`config.mk`:
```
export PLATFORM = sky130hd
export DESIGN_NAME = scaler_ddr_packer
export DESIGN_NICKNAME = d
export VERILOG_FILES = /design/src/rtl/scaler_ddr_packer.sv
export SDC_FILE = /design/constraint.sdc
export NUM_CORES = 2
export LEC_CHECK = 0
export CORE_ASPECT_RATIO = 2
export CORE_MARGIN = 8
export CORE_UTILIZATION = 53
export CTS_BUF_LIST = sky130_fd_sc_hd__clkbuf_8
export DETAILED_ROUTE_END_ITERATION = 6
export PLACE_DENSITY = 0.73
export SLEW_MARGIN = 20
export SYNTH_ARGS = -nofsm -noshare
export SYNTH_HDL_FRONTEND = slang
export SYNTH_SLANG_ARGS = --single-unit
```
`constraint.sdc`:
```
create_clock -name pixclk_in -period 12.8 [get_ports pixclk_in]
set_input_delay 1.28 -clock pixclk_in [delete_from_list [all_inputs] [get_ports pixclk_in]]
set_output_delay 1.28 -clock pixclk_in [all_outputs]
set_load 0.1 [all_outputs]
```
`src/rtl/scaler_ddr_packer.sv`:
```
// scaler_ddr_packer: converts the scaler's RGB888 de/pixel stream to RGB565,
// packs PPW pixels per output word, tags each word with its frame-buffer byte
// address and queues it in a small show-ahead FIFO for the DDR write master.
//
// Output handshake: o_valid/o_data/o_addr come straight from registers; a word
// is transferred on any cycle where o_valid & i_ready are both high. While
// o_valid is high and i_ready is low, o_data/o_addr are held stable. After a
// transfer, the next queued word appears on the following cycle with no bubble.
module scaler_ddr_packer #(
  parameter int PIXEL_DATA_WIDTH     = 24,
  parameter int DST_IMAGE_RES_WIDTH  = 320,
  parameter int DST_IMAGE_RES_HEIGHT = 360,
  parameter int OUT_DATA_WIDTH       = 128,
  parameter int FIFO_DEPTH           = 16,
  parameter int ADDR_WIDTH           = 28,
  parameter int BASE_ADDR            = 0
) (
  input  logic                        pixclk_in,
  input  logic                        rst_n,
  input  logic                        vs_in,
  input  logic                        de_in,
  input  logic [PIXEL_DATA_WIDTH-1:0] i_pixel,
  output logic [OUT_DATA_WIDTH-1:0]   o_data,
  output logic [ADDR_WIDTH-1:0]       o_addr,
  output logic                        o_valid,
  input  logic                        i_ready,
  output logic                        o_frame_done,
  output logic                        o_overflow,
  output logic                        o_line_err,
  output logic [15:0]                 o_line_cnt
);

  localparam int PPW     = OUT_DATA_WIDTH / 16;
  localparam int LANE_W  = (PPW > 1) ? $clog2(PPW) : 1;
  localparam int PTR_W   = $clog2(FIFO_DEPTH);
  localparam int BPW     = OUT_DATA_WIDTH / 8;
  localparam int STRIDE  = DST_IMAGE_RES_WIDTH * 2;
  localparam int ENTRY_W = 1 + ADDR_WIDTH + OUT_DATA_WIDTH;

  // Input-side position tracking and the word being assembled
  logic                      r_de_d;
  logic [15:0]               r_pix_idx;
  logic [LANE_W-1:0]         r_lane;
  logic [OUT_DATA_WIDTH-1:0] r_pack;
  logic [15:0]               r_word_idx;
  logic [15:0]               r_line;
  logic [ADDR_WIDTH-1:0]     r_line_addr;
  logic                      r_line_err;

  // Completed word waiting one cycle to be pushed into the FIFO
  logic                      r_wr_valid;
  logic [OUT_DATA_WIDTH-1:0] r_wr_data;
  logic [ADDR_WIDTH-1:0]     r_wr_addr;
  logic                      r_wr_last;

  // FIFO storage, pointers and registered head
  logic [ENTRY_W-1:0]        r_mem [FIFO_DEPTH];
  logic [PTR_W-1:0]          r_wr_ptr;
  logic [PTR_W-1:0]          r_rd_ptr;
  logic [PTR_W:0]            r_count;
  logic                      r_out_valid;
  logic [ENTRY_W-1:0]        r_out;
  logic                      r_overflow;

  logic [15:0]               w_pix565;
  logic [OUT_DATA_WIDTH-1:0] w_pack_ins;
  logic                      w_de_fall;
  logic                      w_active;
  logic [ADDR_WIDTH-1:0]     w_word_addr;
  logic                      w_pop;
  logic                      w_push_ok;
  logic [PTR_W-1:0]          w_rd_next;
  logic [PTR_W:0]            w_remain;
  logic                      w_unused;

  // RGB565 by truncation; the dropped low bits of each channel are unused
  assign w_pix565 = {i_pixel[23:19], i_pixel[15:10], i_pixel[7:3]};
  assign w_unused = ^{i_pixel[18:16], i_pixel[9:8], i_pixel[2:0]};

  assign w_de_fall   = r_de_d & ~de_in;
  assign w_active    = (r_line < 16'(DST_IMAGE_RES_HEIGHT));
  assign w_word_addr = r_line_addr + ADDR_WIDTH'(r_word_idx) * ADDR_WIDTH'(BPW);

  // Current pack register with the incoming pixel dropped into its lane
  always_comb begin
    w_pack_ins = r_pack;
    w_pack_ins[r_lane*16 +: 16] = w_pix565;
  end

  // Pixel intake: lane packing, word completion, line/frame bookkeeping
  always_ff @(posedge pixclk_in) begin
    if (!rst_n) begin
      r_de_d      <= 1'b0;
      r_pix_idx   <= '0;
      r_lane      <= '0;
      r_pack      <= '0;
      r_word_idx  <= '0;
      r_line      <= '0;
      r_line_addr <= ADDR_WIDTH'(BASE_ADDR);
      r_line_err  <= 1'b0;
      r_wr_valid  <= 1'b0;
      r_wr_data   <= '0;
      r_wr_addr   <= '0;
      r_wr_last   <= 1'b0;
    end else begin
      r_de_d     <= de_in;
      r_wr_valid <= 1'b0;
      if (vs_in) begin
        // Frame start wins over any pixel presented in the same cycle
        r_pix_idx   <= '0;
        r_lane      <= '0;
        r_pack      <= '0;
        r_word_idx  <= '0;
        r_line      <= '0;
        r_line_addr <= ADDR_WIDTH'(BASE_ADDR);
        r_line_err  <= 1'b0;
      end else if (w_active) begin
        if (de_in) begin
          if (r_pix_idx < 16'(DST_IMAGE_RES_WIDTH)) begin
            r_pix_idx <= r_pix_idx + 16'd1;
            if (r_lane == LANE_W'(PPW - 1)) begin
              r_wr_valid <= 1'b1;
              r_wr_data  <= w_pack_ins;
              r_wr_addr  <= w_word_addr;
              r_wr_last  <= (r_line == 16'(DST_IMAGE_RES_HEIGHT - 1)) &&
                            (r_pix_idx == 16'(DST_IMAGE_RES_WIDTH - 1));
              r_pack     <= '0;
              r_lane     <= '0;
              r_word_idx <= r_word_idx + 16'd1;
            end else begin
              r_pack <= w_pack_ins;
              r_lane <= r_lane + LANE_W'(1);
            end
          end else begin
            // Excess pixels in an over-long burst are discarded
            r_line_err <= 1'b1;
          end
        end else if (w_de_fall) begin
          // Flush a partial word; untouched lanes are already zero
          if (r_lane != '0) begin
            r_wr_valid <= 1'b1;
            r_wr_data  <= r_pack;
            r_wr_addr  <= w_word_addr;
            r_wr_last  <= (r_line == 16'(DST_IMAGE_RES_HEIGHT - 1));
          end
          r_pack      <= '0;
          r_lane      <= '0;
          r_pix_idx   <= '0;
          r_word_idx  <= '0;
          r_line      <= r_line + 16'd1;
          r_line_addr <= r_line_addr + ADDR_WIDTH'(STRIDE);
        end
      end
    end
  end

  assign w_pop     = r_out_valid & i_ready;
  assign w_push_ok = r_wr_valid & ((r_count < (PTR_W+1)'(FIFO_DEPTH)) | w_pop);
  assign w_rd_next = r_rd_ptr + PTR_W'(w_pop);
  assign w_remain  = r_count - (PTR_W+1)'(w_pop);

  // FIFO storage write; contents need no reset since r_count gates use
  always_ff @(posedge pixclk_in) begin
    if (w_push_ok) begin
      r_mem[r_wr_ptr] <= {r_wr_last, r_wr_addr, r_wr_data};
    end
  end

  // FIFO pointers, registered show-ahead head and sticky overflow flag
  always_ff @(posedge pixclk_in) begin
    if (!rst_n) begin
      r_wr_ptr    <= '0;
      r_rd_ptr    <= '0;
      r_count     <= '0;
      r_out_valid <= 1'b0;
      r_out       <= '0;
      r_overflow  <= 1'b0;
    end else begin
      if (w_push_ok) r_wr_ptr <= r_wr_ptr + PTR_W'(1);
      r_rd_ptr    <= w_rd_next;
      r_count     <= r_count + (PTR_W+1)'(w_push_ok) - (PTR_W+1)'(w_pop);
      // Head reflects entries already stored; a word pushed this edge shows next edge
      r_out_valid <= (w_remain != '0);
      if (w_remain != '0) r_out <= r_mem[w_rd_next];
      if (vs_in) r_overflow <= 1'b0;
      else if (r_wr_valid && !w_push_ok) r_overflow <= 1'b1;
    end
  end

  assign o_valid      = r_out_valid;
  assign o_data       = r_out[OUT_DATA_WIDTH-1:0];
  assign o_addr       = r_out[OUT_DATA_WIDTH +: ADDR_WIDTH];
  assign o_frame_done = w_pop & r_out[ENTRY_W-1];
  assign o_overflow   = r_overflow;
  assign o_line_err   = r_line_err;
  assign o_line_cnt   = r_line;

endmodule

```
# Word-level counts from Yosys, hierarchy flattened
# Memory sizes are Yosys's and may differ from the RTL's. A register that Yosys moved wholly into a read port is not among the register bits.
# Index checks and enable logic that the tools add are counted.
dict set report totals {
  n_memories 1
  ramBits 2512
  wordCells 102
  out_inout_bits 176
  register_bits 382
  inputBits 29
}
# memory words word_bits read_ports rd_ports_with_merged_regs wr line
set mem_list {}
lappend mem_list {r_mem 16 157 1 1 1 57} ;# logic [ENTRY_W-1:0] r_mem [FIFO_DEPTH];
dict set report classes {
  n_eq_ne 5
  n_mux 37
  bitwise_logic 10
  addsub 12
  n_lt_le_gt_ge 3
  shifts 2
  reduce_logical 15
}
# op n
set op_table {}
lappend op_table {{$mux W128} 9}
lappend op_table {{$mux W28} 5}
lappend op_table {{$bwmux W128} 1}
lappend op_table {{$shift A16 B34 Y128 const A} 1}
lappend op_table {{$shiftx A16 B34 Y128} 1}
lappend op_table {{$mux W16} 6}
lappend op_table {{$add A16 B1 Y16 const B} 3}
lappend op_table {{$neg A7 Y34} 1}
lappend op_table {{$eq A16 B9 Y1 const B} 2}
lappend op_table {{$lt A16 B9 Y1 const B} 2}
lappend op_table {{$add A28 B10 Y28 const B} 1}
lappend op_table {{$add A28 B20 Y28} 1}
lappend op_table {{$mux W1} 12}
lappend op_table {{$mux W3} 4}
lappend op_table {{$sub A5 B1 Y5} 2}
lappend op_table {{$reduce_and A3 Y1} 3}
lappend op_table {{$reduce_and A6 Y1} 1}
lappend op_table {{$add A5 B1 Y5} 1}
lappend op_table {{$lt A5 B5 Y1 const B} 1}
lappend op_table {{$not A1 Y1} 5}
lappend op_table {{$reduce_bool A5 Y1} 1}
lappend op_table {{$add A4 B1 Y4} 1}
lappend op_table {{$add A4 B1 Y4 const B} 1}
lappend op_table {{$and A1 B1 Y1} 4}
lappend op_table {{11 further kinds} 15}

# Depth between registers and ports, before layout
dict set report logic_depth {
  ltp_word 6
  mapped_depth 13
  mapped_depth_nobuf 13
}

# Worst setup path before layout
# OpenSTA, ideal clock, no wires.
dict set report synth_timing {
  path_type {in2reg}
  startpoint {input port i_ready}
  endpoint {memory r_mem[3][0] (netlist bit) (enable)}
  required_ns 11.948
  path_buffers 0
  setup_slack_ns -0.438
  path_stages 4
  t_arrival_ns 12.386
  setup_time_ns 0.852
  path_cell_list {nand2_1 a21boi_1 nand2_1 nor3_1}
}
dict set report synth_via {
  elab_chain_len 5
}
# item line
set synth_lines {}
lappend synth_lines {{from (decl)} 26} ;# input logic i_ready,
lappend synth_lines {{$and A1 B1 Y1} 157} ;# assign w_pop = r_out_valid & i_ready;
lappend synth_lines {{$or A1 B1 Y1} 158} ;# assign w_push_ok = r_wr_valid & ((r_count < (PTR_W+1)'(FIFO_DEPTH)) | w_pop);
lappend synth_lines {{$and A1 B1 Y1} 158}
lappend synth_lines {{$mux W1} 164} ;# if (w_push_ok) begin
lappend synth_lines {{$mux W1 (implied by the code)} 165} ;# r_mem[r_wr_ptr] <= {r_wr_last, r_wr_addr, r_wr_data};
lappend synth_lines {{to (decl)} 57}
# Every way passes these cells.

# Worst setup path after layout
dict set report layout_timing {
  startpoint {input port i_ready}
  endpoint {register r_out[78], read port of r_mem}
}
dict set report layout_via {
  elab_cells_between_ends 4
  classes_between {add/sub (2); bitwise (1); reduce/logical (1)}
}
# item line
set layout_rtl {}
lappend layout_rtl {{$and A1 B1 Y1} 157}
lappend layout_rtl {{$add A4 B1 Y4} 159} ;# assign w_rd_next = r_rd_ptr + PTR_W'(w_pop);
lappend layout_rtl {{named net w_rd_next[1]} 72} ;# logic [PTR_W-1:0] w_rd_next;
lappend layout_rtl {{to (decl)} 62} ;# logic [ENTRY_W-1:0] r_out;
# The timed path passes the listed nets, and every way through them passes these cells.
# A chain may end at the register's enable or synchronous reset.

==> metrics.md <==
| Metric | Value |
|---|---|
| Reg-to-reg slack, setup | 7.76 ns |
| CTS resizes | 0 |
| Avg WL per Cell | 30.04 um |
| Failing checks | DRC |
| Most used DFF post-synth | edfxtp_1 |
| First-pass GRT wire length | around 400 mm |
| Flop and latch count out of synthesis | about 3000 |
| Max Cap Viol | 0 |
| Reg2Reg Depth | 10 |
| CP arrival | about 6.3 ns |
| CTS hold repair buffers | 0 |
| PortBufs | ~190 |
| GRT overflow | 0 |
| Critical path origin | i_ready |
| Power Total | approximately 0.022 W |
| Row count | between 200 and 250 |
| CP max FO | 66 |
| Vias per cell | between 6 and 7 |
| Dpl hpwl | approximately 150 mm |
| Slew margin rel. | about a tenth |
| Largest net degree at the start of global routing | between 150 and 200 |
| Syn Area/Cell | roughly 19 um2 |
| CP Capture Type | flip-flop |
| Post-synthesis sequential area ratio | approximately three quarters |
| Max stage delay on crit path | 0.90 ns |
| FF-to-FF End | r_out[78] |
| Initial Util | a little over half |
| CTS tree | done |
| Yosys warns | 0 |
| Design Area, Final | ~130000 um2 |
| Clock slew at reported path FFs | 0.07 ns |
| Leak | between 40 and 50 nW |
| Final hold vios | 0 |
| Yosys cell types | 67 |
| Achievable Freq | 0.1827 GHz |
| Syn Inst Count | a little under 6000 |
| Initial antenna violation count | 13 |
| Final setup viols | 0 |
| Die height | around 670 um |
| CORE AREA | around 210000 um2 |
| Clock root buffer master | clkbuf_8 |
| DP Area | 117500 um2 |
| Worst Setup Slack post-DPL | 6.352 ns |
| Clock tree buffer depth | 4 |
| Die W | 343.0 um |
| Buffer and inverter count on the worst path | 4 |
| Layout cells sized above 1 | approximately 23% |
| Startpoint Class | primary input |
| Slowest cell on crit path | buf_4 |
| Clk_lat worst skew | 0.97 ns |
| Final Cycle Share | between 40% and 50% |
| Vias | just under 60000 |
| Power Dens Cells | between 150 and 200 nW/um2 |
| First-pass iteration count of the detailed router | 7 |
| Critical path's top delay family | buffers and inverters |
| End-of-flow core utilization | 58.88% |
| Vias in the first global route | between 50000 and 60000 |
| Number of buffers created by CTS | just under 400 |
| Setup TNS | 0 ns |
| Ports | 205 |
| Final Net Count | 6178 |
| Async set-reset flop share out of synthesis | 0% |
| Gr usage total | between 20% and 30% |
| Worst vdd ir | 161.8 uV |
| WP data required | 13.60 ns |
| Fillers | roughly 15000 |
| Die area | 229900 um2 |
| Fin. max-slew vios | 0 |
| Total Routed Length | between 200 and 300 mm |
| Kind of critical path | primary input to flip-flop |
| Min-Delay Path Depth | 2 |
| Slew of the pin with the lowest slew margin | 1.339 ns |
| Iteration-0 DRC Markers | approximately 7000 |
| Setup ws final | around 7.3 ns |
| Outcome | complete, but fails checks |
| Crit-path cells | clkdlybuf4s50_1 -> nand2_1 -> inv_1 -> ha_4 -> ha_4 -> buf_4 -> buf_4 -> mux4_2 -> mux4_2 -> nand2_1 -> o21ai_0 |
| Post-route DRC | 11 |
| CTS sink cnt | between 2000 and 3000 |
| H-tree levels | 5 |
| RSZ-0062 raised after global routing | false |
| Worst R2R Start | o_valid |
| HP Class | flip-flop to flip-flop |
| Final antenna-violating net count | 0 |
| Synth-to-layout area growth | 10.72% |
| Fin Clk Skew | approximately 0.077 ns |
| Period minus WS final | about 5.5 ns |
| Crit path to | r_out[78] |
| Stages on worst setup path | 11 |
| Post-Syn Area | ~110000 um2 |
| RD Place Congestion | 0.8668 |
| Post-synth EDFFs | 2448 |
| Setup Buffers After CTS | 0 |
[worst min-delay path: cells and delay by family (launching register included)]
kind | cells | cell delay [ns]
AOI/OAI and AO/OA | 1 | 0.05
DFF | 1 | 0.31
and+or+nand+nor | 1 | 0.05
[flip-flops by register name, summed over array words and instances (netlist names)]
| name | count |
|---|---|
| r_wr_data | 128 |
| r_mem | 2448 |
| o_line_err | 1 |
| o_overflow | 1 |
| r_wr_addr | 24 |
| r_rd_ptr | 4 |
| r_line_addr | 21 |
| r_word_idx | 16 |
| r_de_d | 1 |
| r_pack | 128 |
| r_out | 153 |
| r_lane | 3 |
| r_wr_last | 1 |
| r_wr_ptr | 4 |
| o_line_cnt | 16 |
| r_pix_idx | 16 |
| r_wr_valid | 1 |
| r_count | 5 |
| o_valid | 1 |
[cells by family after synthesis]
group	count (synthesis)	synth area share [%]
other	1	0.003308
XOR/XNOR	58	0.4481
AND/OR/NAND/NOR	942	3.573
buffers and inverters	524	2.327
multiplexers	846	15.91
adder cells (fa/ha/maj)	38	0.4326
AO/OA/AOI/OAI	530	3.214
flip-flops	2972	74.09
[final cells by class]
type	instances	area [um2]	share of cell area (%)
multi-input combinational	2418	27010	21.52
sequential	2972	84000	66.92
antenna	10	25.02	0.01993
clock inverter	282	1984	1.581
inverter	25	98.84	0.07874
tap	2783	3482	2.774
timing repair buffer	305	2970	2.366
clock buffer	433	5959	4.747
[cell usage in the layout, fill, tap and decap left out, types with 80 or more instances in the layout]
cell | synthesis | layout
edfxtp_1 | 2448 | 2448
mux4_2 | 765 | 765
dfxtp_1 | 524 | 524
clkbuf_8 | 0 | 434
nand2_1 | 393 | 393
nor2_1 | 317 | 299
clkdlybuf4s50_1 | 0 | 188
o21ai_0 | 167 | 167
inv_1 | 24 | 146
a211oi_1 | 134 | 133
buf_4 | 162 | 99
mux2i_1 | 80 | 80
[metrics by stage]
stage / hold WS, ns / cells
finish: 0.4443 / 9228
global route: 0.4635 / 9220
CTS: 0.4491 / 9218
floorplan: 0.4288 / 5914
detailed placement: 0.4407 / 8503
global placement: 0.4427 / 8503
[Yosys cell counts, drive strengths merged (3+ instances only)]
master,n,area (um2)
or3,12,75.07
a211oi,134,1006
nand2b,6,37.54
nor2,324,1239
a22oi,17,127.6
xnor2,30,262.8
o31ai,5,37.54
o211ai,3,22.52
and3,22,137.6
a21boi,3,22.52
mux2i,80,800.8
and2,27,168.9
a21o,7,52.55
and4,5,43.79
ha,36,450.4
a21oi,49,249.0
edfxtp,2448,73510
dfxtp,524,10490
o21a,3,22.52
nand4,23,143.9
inv,25,93.84
mux4,765,17230
or2,3,18.77
nand2,394,1481
buf,261,1652
nor3,67,340.3
a22o,72,630.6
o21ai,175,875.8
nand3,40,205.2
a41oi,4,42.55
a32o,40,400.4
or4,6,45.04
nor4,5,43.79
xor2,28,245.2
clkbuf,238,893.4
a31oi,9,56.30
[metal layers]
metal | wire length (um) | up-vias | track usage, %
li1 | - | 24034 | -
met1 | 100500 | 30451 | 29.65
met2 | 142500 | 2745 | 40.80
met3 | 21870 | 570 | 3.787
met4 | 12300 | 2 | 9.961
met5 | 9 | - | 0
[power breakdown]
part / switching [W] / internal (W)
clock network: 0.00346 / 0.00369
registers: 0.000154 / 0.0105
logic: 0.00267 / 0.00166
[worst min path at each step]
stage,start,end
2_1_floorplan,r_out[82],r_out[82]
3_3_place_gp,r_out[82],r_out[82]
3_5_place_dp,r_out[91],r_out[91]
4_1_cts,r_out[91],r_out[91]
5_1_grt,r_out[86],r_out[86]
6_report,r_out[91],r_out[91]
Note: power is estimated with default switching activity, not from simulation.
